[config.mk]
export PLATFORM = sky130hd
export DESIGN_NAME = dcache_controller_flat
export DESIGN_NICKNAME = d
export VERILOG_FILES = /design/src/rtl/dcache_controller_if.sv /design/src/rtl/dcache_controller.sv /design/src/flat_wrapper.sv
export SDC_FILE = /design/constraint.sdc
export NUM_CORES = 2
export LEC_CHECK = 0
export BUFFER_PORTS_ARGS = -buffer_cell sky130_fd_sc_hd__buf_2
export CAP_MARGIN = 20
export CORE_MARGIN = 3
export CORE_UTILIZATION = 45
export CTS_CLUSTER_SIZE = 12
export DETAILED_ROUTE_END_ITERATION = 7
export SLEW_MARGIN = 20
export SYNTH_ARGS = -nofsm -noshare
export SYNTH_HDL_FRONTEND = slang
export SYNTH_MEMORY_MAX_BITS = 65536
export SYNTH_SLANG_ARGS = --single-unit
[constraint.sdc]
create_clock -name clk_i -period 5.4 [get_ports clk_i]
set_input_delay 0.27 -clock clk_i [delete_from_list [all_inputs] [get_ports clk_i]]
set_output_delay 0.27 -clock clk_i [all_outputs]
set_load 0.01 [all_outputs]
[src/rtl/dcache_controller_if.sv]
`default_nettype none
// ============================================================================
// Module      : dcache_controller_if
// Description : CPU-side and memory-side bus bundle for the L1 data cache
//               controller.
//               CPU side : cpu_req_i, cpu_write_i, cpu_addr_i, cpu_data_i,
//                          cpu_data_o, cpu_stall_o
//               Mem side : mem_req_o, mem_write_o, mem_addr_o, mem_data_o,
//                          mem_data_i, mem_ack_i
//               The slave modport is the cache controller; the master modport
//               is the environment (pipeline plus memory).
// Revision    : 1.0 - initial release
// ============================================================================
interface dcache_controller_if #(
  parameter int LINE_BITS = 256
);
  logic                 cpu_req_i;
  logic                 cpu_write_i;
  logic [31:0]          cpu_addr_i;
  logic [31:0]          cpu_data_i;
  logic [31:0]          cpu_data_o;
  logic                 cpu_stall_o;
  logic                 mem_req_o;
  logic                 mem_write_o;
  logic [31:0]          mem_addr_o;
  logic [LINE_BITS-1:0] mem_data_o;
  logic [LINE_BITS-1:0] mem_data_i;
  logic                 mem_ack_i;

  modport slave (
    input  cpu_req_i, cpu_write_i, cpu_addr_i, cpu_data_i, mem_data_i, mem_ack_i,
    output cpu_data_o, cpu_stall_o, mem_req_o, mem_write_o, mem_addr_o, mem_data_o
  );

  modport master (
    output cpu_req_i, cpu_write_i, cpu_addr_i, cpu_data_i, mem_data_i, mem_ack_i,
    input  cpu_data_o, cpu_stall_o, mem_req_o, mem_write_o, mem_addr_o, mem_data_o
  );
endinterface
`default_nettype wire

[src/rtl/dcache_controller.sv]
`default_nettype none
// ============================================================================
// Module      : dcache_controller
// Description : Direct-mapped, write-back, write-allocate L1 data cache
//               controller. Hits complete combinationally in the same cycle;
//               a miss stalls the pipeline while the FSM writes back a dirty
//               victim line and refills the set over a req/ack memory bus.
// Ports       : clk_i  - clock
//               rst_i  - asynchronous active-high reset
//               bus    - dcache_controller_if.slave (CPU and memory buses)
// Revision    : 1.0 - initial release
// ============================================================================
module dcache_controller #(
  parameter int SET_BITS  = 4,
  parameter int LINE_BITS = 256,
  parameter int TAG_BITS  = 32 - SET_BITS - 5
) (
  input  wire logic           clk_i,
  input  wire logic           rst_i,
  dcache_controller_if.slave  bus
);

  localparam int c_NUM_SETS = 2 ** SET_BITS;

  localparam logic [1:0] c_IDLE      = 2'd0;
  localparam logic [1:0] c_MISS      = 2'd1;
  localparam logic [1:0] c_WRITEBACK = 2'd2;
  localparam logic [1:0] c_ALLOCATE  = 2'd3;

  logic [1:0]            r_state;
  logic [1:0]            w_state_nxt;
  logic [c_NUM_SETS-1:0] r_valid;
  logic [c_NUM_SETS-1:0] r_dirty;
  logic [TAG_BITS-1:0]   r_tag  [c_NUM_SETS];
  logic [LINE_BITS-1:0]  r_line [c_NUM_SETS];

  logic [SET_BITS-1:0]   w_index;
  logic [TAG_BITS-1:0]   w_tag;
  logic [7:0]            w_bit_ofs;
  logic                  w_idle;
  logic                  w_hit;
  logic                  w_write_hit;
  logic                  w_fill;
  logic                  w_unused_addr;

  assign w_index       = bus.cpu_addr_i[4+SET_BITS:5];
  assign w_tag         = bus.cpu_addr_i[31:5+SET_BITS];
  assign w_bit_ofs     = {bus.cpu_addr_i[4:2], 5'b0};
  assign w_unused_addr = ^bus.cpu_addr_i[1:0];

  assign w_idle      = (r_state == c_IDLE);
  assign w_hit       = bus.cpu_req_i & r_valid[w_index] & (r_tag[w_index] == w_tag);
  assign w_write_hit = w_idle & w_hit & bus.cpu_write_i;
  assign w_fill      = (r_state == c_ALLOCATE) & bus.mem_ack_i;

  // Next-state logic; mem_ack_i only matters in the two bus states.
  always_comb begin
    w_state_nxt = r_state;
    case (r_state)
      c_IDLE:      if (bus.cpu_req_i && !w_hit) w_state_nxt = c_MISS;
      c_MISS:      w_state_nxt = (r_valid[w_index] && r_dirty[w_index]) ? c_WRITEBACK : c_ALLOCATE;
      c_WRITEBACK: if (bus.mem_ack_i) w_state_nxt = c_ALLOCATE;
      c_ALLOCATE:  if (bus.mem_ack_i) w_state_nxt = c_IDLE;
      default:     w_state_nxt = c_IDLE;
    endcase
  end

  always_ff @(posedge clk_i or posedge rst_i) begin
    if (rst_i) begin
      r_state <= c_IDLE;
    end else begin
      r_state <= w_state_nxt;
    end
  end

  // Valid/dirty are the only bookkeeping that must be cleared by reset; an
  // aborted refill never reaches w_fill because reset forces IDLE.
  always_ff @(posedge clk_i or posedge rst_i) begin
    if (rst_i) begin
      r_valid <= '0;
      r_dirty <= '0;
    end else if (w_fill) begin
      r_valid[w_index] <= 1'b1;
      r_dirty[w_index] <= 1'b0;
    end else if (w_write_hit) begin
      r_dirty[w_index] <= 1'b1;
    end
  end

  // Tag and line storage carry no reset; validity gates their use.
  always_ff @(posedge clk_i) begin
    if (w_fill) begin
      r_line[w_index] <= bus.mem_data_i;
      r_tag[w_index]  <= w_tag;
    end else if (w_write_hit) begin
      r_line[w_index][w_bit_ofs +: 32] <= bus.cpu_data_i;
    end
  end

  // Memory bus outputs are Moore-decoded and forced to zero when idle.
  always_comb begin
    bus.mem_req_o   = 1'b0;
    bus.mem_write_o = 1'b0;
    bus.mem_addr_o  = '0;
    bus.mem_data_o  = '0;
    case (r_state)
      c_WRITEBACK: begin
        bus.mem_req_o   = 1'b1;
        bus.mem_write_o = 1'b1;
        bus.mem_addr_o  = {r_tag[w_index], w_index, 5'b0};
        bus.mem_data_o  = r_line[w_index];
      end
      c_ALLOCATE: begin
        bus.mem_req_o   = 1'b1;
        bus.mem_addr_o  = {w_tag, w_index, 5'b0};
      end
      default: ;
    endcase
  end

  // Stall is raised in the miss-detect cycle itself; reset masks it so all
  // outputs read zero while rst_i is asserted, even with a request pending.
  assign bus.cpu_stall_o = ~rst_i & (~w_idle | (bus.cpu_req_i & ~w_hit));
  assign bus.cpu_data_o  = (w_idle && w_hit && !bus.cpu_write_i) ?
                           r_line[w_index][w_bit_ofs +: 32] : 32'h0;

endmodule
`default_nettype wire

[src/flat_wrapper.sv]
// flat-port wrapper written by rule: the top's interface ports become plain ports
module dcache_controller_flat 
#(
  parameter int SET_BITS  = 4,
  parameter int LINE_BITS = 256,
  parameter int TAG_BITS  = 32 - SET_BITS - 5
)
  (clk_i, rst_i, bus_cpu_req_i, bus_cpu_write_i, bus_cpu_addr_i, bus_cpu_data_i, bus_mem_data_i, bus_mem_ack_i, bus_cpu_data_o, bus_cpu_stall_o, bus_mem_req_o, bus_mem_write_o, bus_mem_addr_o, bus_mem_data_o);
  dcache_controller_if #(.LINE_BITS(LINE_BITS)) bus_i ();
  input  wire logic clk_i;
  input  wire logic rst_i;
  input wire logic [$bits(bus_i.cpu_req_i)-1:0] bus_cpu_req_i;
  input wire logic [$bits(bus_i.cpu_write_i)-1:0] bus_cpu_write_i;
  input wire logic [$bits(bus_i.cpu_addr_i)-1:0] bus_cpu_addr_i;
  input wire logic [$bits(bus_i.cpu_data_i)-1:0] bus_cpu_data_i;
  input wire logic [$bits(bus_i.mem_data_i)-1:0] bus_mem_data_i;
  input wire logic [$bits(bus_i.mem_ack_i)-1:0] bus_mem_ack_i;
  output wire logic [$bits(bus_i.cpu_data_o)-1:0] bus_cpu_data_o;
  output wire logic [$bits(bus_i.cpu_stall_o)-1:0] bus_cpu_stall_o;
  output wire logic [$bits(bus_i.mem_req_o)-1:0] bus_mem_req_o;
  output wire logic [$bits(bus_i.mem_write_o)-1:0] bus_mem_write_o;
  output wire logic [$bits(bus_i.mem_addr_o)-1:0] bus_mem_addr_o;
  output wire logic [$bits(bus_i.mem_data_o)-1:0] bus_mem_data_o;
  assign bus_i.cpu_req_i = bus_cpu_req_i;
  assign bus_i.cpu_write_i = bus_cpu_write_i;
  assign bus_i.cpu_addr_i = bus_cpu_addr_i;
  assign bus_i.cpu_data_i = bus_cpu_data_i;
  assign bus_i.mem_data_i = bus_mem_data_i;
  assign bus_i.mem_ack_i = bus_mem_ack_i;
  assign bus_cpu_data_o = bus_i.cpu_data_o;
  assign bus_cpu_stall_o = bus_i.cpu_stall_o;
  assign bus_mem_req_o = bus_i.mem_req_o;
  assign bus_mem_write_o = bus_i.mem_write_o;
  assign bus_mem_addr_o = bus_i.mem_addr_o;
  assign bus_mem_data_o = bus_i.mem_data_o;
  dcache_controller #(.SET_BITS(SET_BITS), .LINE_BITS(LINE_BITS), .TAG_BITS(TAG_BITS)) u_core (.clk_i(clk_i), .rst_i(rst_i), .bus(bus_i));
endmodule
== Word-level counts from Yosys, hierarchy flattened ==
Memories as Yosys holds them, arrays and structs flattened.
Cells that the tools add are included.
Word-level totals
  flip-flop bits (word level): 34
  RAM bits: 4464
  output and inout port bits: 323
  logic and storage cells: 579
  memories: 2
Cells by class
  add/sub/neg operators: 1
  order comparisons: 2
  equality and inequality tests: 7
  shift operators: 3
  mux-type cells: 279
  bitwise operators: 271
  reductions and logical operators: 11
Memories
  u_core.r_line: words 16, width 256, rd ports 1, clocked after memory_dff 0, write ports 1, RTL line dcache_controller.sv:35  | logic [LINE_BITS-1:0] r_line [c_NUM_SETS];
  u_core.r_tag: words 16, width 23, rd ports 1, clocked after memory_dff 0, write ports 1, RTL line dcache_controller.sv:34  | logic [TAG_BITS-1:0] r_tag [c_NUM_SETS];
Operators by type and width (number)
  $mux W256: 2
  $mux W1: 266
  $or A1 B1 Y1: 257
  $shift A32 B10 Y256 const A: 1
  $shiftx A256 B9 Y32: 1
  $shiftx A32 B10 Y256: 1
  $pmux W32 S2: 1
  $mux W16: 2
  $mux W32: 1
  $or A16 B16 Y16: 2
  $eq A23 B23 Y1: 1
  $and A16 B16 Y16: 1
  $not A16 Y16: 1
  $neg A8 Y10: 1
  $bmux W1 S4: 2
  $pmux W2 S4: 1
  $and A1 B1 Y1: 7
  $mux W2: 3
  $ne A2 B2 Y1 const B: 3
  $logic_and A1 B1 Y1: 5
  $lt A4 B5 Y1 const B: 1
  $demux W1 S4: 1
  $eq A2 B2 Y1 const B: 2
  $ge A4 B1 Y1 const B: 1
  other kinds (7): 10

== Logic depth before layout (Yosys ltp) ==
  word-level depth: 10
  mapped depth: 16
  mapped depth without buffers: 10

== Least setup slack after synthesis ==
OpenSTA, ideal clock, no wires.
  path type: input port to flip-flop
  from: in bus_cpu_addr_i[7]
  to: mem u_core.r_line[10][224] (enable)
  library setup time: 0.421 ns
  data arrival time: 4.662 ns
  data required time: 4.979 ns
  slack: 0.317 ns
  stages: 15
  path buffers: 7
  cell sequence: buf_2 > buf_4 > buf_2 > buf_4 > buf_2 > mux4_2 > mux2i_1 > xor2_1 > a32oi_1 > nor3_2 > nand4_2 > and2_1 > buf_2 > buf_6 > nor2_1
Between the ends
  word-level cells in the longest chain between the ends: 10
RTL lines
  start, declared: RTL line flat_wrapper.sv:14  | input wire logic [$bits(bus_i.cpu_addr_i)-1:0] bus_cpu_addr_i;
  branches (longest 10 deep; another with $mem_v2 Z16 W23)
  end, declared: RTL line dcache_controller.sv:35
Parallel ways; which one is timed is not known. The select of a mux whose other input is x is not followed.

== Final worst setup path ==
  from: mem u_core.r_tag[9][22] (netlist name)
  to: out bus_cpu_data_o[3]
Between the ends
  word-level cells in the longest chain between the ends: 6
RTL lines
  start, declared: RTL line dcache_controller.sv:34
  $mem_v2 Z16 W23
  $eq A23 B23 Y1: RTL line dcache_controller.sv:52  | assign w_hit = bus.cpu_req_i & r_valid[w_index] & (r_tag[w_index] == w_tag);
  $and A1 B1 Y1: RTL line dcache_controller.sv:52
  $logic_and A1 B1 Y1 (2 in series): RTL line dcache_controller.sv:124  | assign bus.cpu_data_o = (w_idle && w_hit && !bus.cpu_write_i) ?
  $mux W32: RTL line dcache_controller.sv:124
  end, declared: RTL line flat_wrapper.sv:18  | output wire logic [$bits(bus_i.cpu_data_o)-1:0] bus_cpu_data_o;
No other way between the ends.

==> reports/qor.csv <==
stage;metric;value;unit
floorplan;initial core utilization;0.454;
grt;grt total ovfl;0;
pwr;Power Dens Cells;365;nW/um2
sta;Least-Margin Pin Slew;1.16;ns
floorplan;area of the core;391000;um2
sta;WHS;0.0497;ns
cells_and_area;Nets;9269;
drt;DR pass1 iterations;5;
synthesis;cell area after synthesis;177000;um2
synthesis;mux share of post-synthesis cell area;0.199;
synthesis;Post-Synthesis Cells;7637;
sta;fmax;195;MHz
cells_and_area;Fillers;29700;
cells_and_area;most frequent cells in the layout;edfxtp_1 (4464), mux4_2 (1415), buf_2 (633);
grt;first-pass GRT wire length;766000;um
sta;endpoints failing setup;0;
cts;CTS tree;built;
cts;clk buf depth;4;
grt;vias in the first global route;88900;
floorplan;Die X-Extent;634;um
grt;largest net degree at the start of global routing;166;
synthesis;syn_area_per_cell;23.2;um2
sta;worst-case clock skew;0.0950;ns
synthesis;synth warn;0;
place;placer congestion estimate;0.919;
worst_setup_path;reg2reg path depth;13;
worst_hold_path;hold path depth;2;
worst_setup_path;CP startpoint kind;flop;
place;final HPWL from detailed placement;351000;um
drt;Total Routed Length;569000;um
worst_setup_path;WP data required;5.13;ns
grt;initial antenna violation count;105;
worst_setup_path;FF-to-FF Start;u_core.r_tag[13][14];
cts;clock latency on the worst-skew pair;1.02;ns
pwr;VDD IR max;0.266;mV
synthesis;register area share after synthesis;0.761;
worst_hold_path;Hold Path Sink;u_core.r_line[6][85];
place;placed instance count;13400;
worst_setup_path;Crit Path Max Fanout;32;
synthesis;Seq cells post-synth;4498;
worst_hold_path;Hold Crit Class;input port to flop;
sta;Final Max Tran Viols;0;
worst_setup_path;Crit-path slowest cell;or4b_1;
synthesis;Synth Area in Compound Gates;0.00745;
cts;clock sinks;4498;
cts;TritonCTS buffer count;454;
cells_and_area;area grow syn2layout;17.2;%
sta;Slew headroom;0.225;
cts;root buffer cell;clkbuf_16;
synthesis;EDFF count, synth;4464;
worst_setup_path;R2R Setup Slk;0.85;ns
synthesis;post-synthesis cell type count;61;
worst_setup_path;Crit Path Category;flop to output pin;
sta;Final Cycle Share;0.952;
floorplan;# rows;229;
synthesis;Main synth FF type;edfxtp_1;
sta;unrepaired setup endpoints after global routing;no;
run;Max-Cap Viols;0;
synthesis;largest family of logic cells by synthesized area;multiplexers;
drt;DRC;0;
pwr;LEAKAGE;66.4;nW
worst_hold_path;Hold Crit Start;bus_mem_data_i[85];
sta;Tmin final;5.14;ns
drt;vias per cell;6.28;
drt;ANT nets after route;0;
cts;setup bufs post-CTS;0;
pwr;total power;0.0758;W
sta;final hold vios;0;
cells_and_area;final core utilization;0.532;
floorplan;die height;634;um
worst_setup_path;Critical Path Max Stage Delay;0.62;ns
worst_setup_path;WP data arrival;4.87;ns
floorplan;Die Area;402000;um2
cells_and_area;commonest non-fill, non-tap cell in the layout;edfxtp_1;
synthesis;Simple-Gate Fraction of Synth Area;0.0200;
worst_setup_path;worst-path cell chain;mux2i_1, a22oi_1, a21boi_0, or4b_1, a2111o_1, nor4_1, nand4b_1, buf_4, a21oi_1, buf_2;
sta;total negative slack;0;ns
cells_and_area;non-filler cells, final;14600;
drt;via count;91800;
synthesis;post-synthesis adder-cell area fraction;0.000494;
synthesis;Synth Area in XOR/XNOR;0.00133;
grt;Global Route Usage Sum;0.282;
drt;First DRT Iteration DRCs;13600;
run_status;status;finished clean;
place;IO buf count;640;
cts;H-Tree Depth;5;
worst_setup_path;R2R Path End;u_core.r_line[9][242];
synthesis;asr flop ratio synth;0.00756;
cts;clock slew at reported path FFs;0.06;ns
cells_and_area;ratio of cells with drive above 1 in the final layout;0.368;
floorplan;I/O pins;648;
worst_setup_path;CP endpoint kind;output pin;
drt;DR WL/cell;38.9;um
critical path, delay by kind of cell (launching register included):
kind,cells,cell delay [ns]
compound gates,4,1.57
simple gates,3,1.27
buf+inv,2,0.54
flops,1,0.33
mux,1,0.08
cell families after synthesis:
kind of cell,Yosys count
flops,4498
mux,1726
simple gates,695
buf+inv,473
compound gates,210
xor+xnor,27
fa+ha+maj,7
other cells,1
how the worst max path moves through the flow:
stage                   startpoint                      to  slack (ns)
4_1_cts        u_core.r_tag[9][22]      bus_cpu_data_o[26]        0.31
5_1_grt        u_core.r_tag[9][22]      bus_cpu_data_o[26]        0.21
3_3_place_gp     bus_cpu_addr_i[7]   u_core.r_line[2][224]        0.25
3_5_place_dp     bus_cpu_addr_i[7]   u_core.r_line[4][209]        0.20
6_report       u_core.r_tag[9][22]       bus_cpu_data_o[3]        0.26
2_1_floorplan    bus_cpu_addr_i[7]  u_core.r_line[10][224]        0.32
final cells by class:
| class | instances | area [um2] | area share |
|---|---|---|---|
| antenna | 191 | 478 | 0.00230 |
| clock buffer | 597 | 12100 | 0.0581 |
| clock inverter | 158 | 1100 | 0.00532 |
| inverter | 13 | 51.3 | 0.000247 |
| multi-input combinational | 2670 | 41700 | 0.201 |
| sequential | 4498 | 135000 | 0.649 |
| tap | 5197 | 6500 | 0.0313 |
| timing repair buffer | 1300 | 10900 | 0.0527 |
what timing repair did:
item / CTS / global route
hold buffers: 257 / 4
gates resized for setup: 0 / 0
endpoints found under the hold margin: 4035 / 64
setup endpoints to repair: 0 / 0
through the flow:
| step | worst slack, ns | area, um2 |
|---|---|---|
| final | 0.261 | 208000 |
| after global routing | 0.205 | 207000 |
| after CTS | 0.310 | 207000 |
| after detailed placement | 0.204 | 191000 |
| after global placement | 0.247 | 191000 |
| after floorplan | 0.317 | 177000 |
synth_stat cells, drive strengths merged, types with 6 or more instances:
master / count / area, um2
a21oi: 39 / 195
a22o: 21 / 184
a22oi: 21 / 163
a31oi: 6 / 37.5
and2: 268 / 1680
buf: 171 / 803
clkbuf: 289 / 1080
dfrtp: 34 / 851
edfxtp: 4464 / 134000
ha: 7 / 87.6
inv: 12 / 45.1
mux2: 215 / 2420
mux2i: 96 / 961
mux4: 1415 / 31900
nand2: 175 / 657
nand2b: 17 / 106
nand3: 13 / 65.1
nand4: 9 / 81.3
nor2: 162 / 608
nor2b: 9 / 56.3
nor3: 6 / 35.0
nor4: 7 / 58.8
o21ai: 93 / 465
or2: 18 / 113
xnor2: 9 / 78.8
xor2: 18 / 158
routing by layer:
metal  vias to the layer above  global-route usage  part of all wire
li1                      35300                   -                 -
met1                     49800               0.378              0.37
met2                      5677               0.435              0.48
met3                       997              0.0601              0.10
met4                        22               0.152             0.058
met5                         -                   0           0.00025
sequential cells by signal, indices dropped and copies added, names as in the netlist, named ones only:
name	count
u_core.r_tag	368
u_core.r_state	2
u_core.r_line	4096
u_core.r_valid	16
power breakdown:
group	switching [W]	leakage (nW)	total [W]	internal, W
registers	0.000128	40.6	0.0391	0.0390
clock network	0.0128	6.39	0.0288	0.0160
logic	0.00521	19.4	0.00789	0.00268
Note: power is estimated with default switching activity, not from simulation.
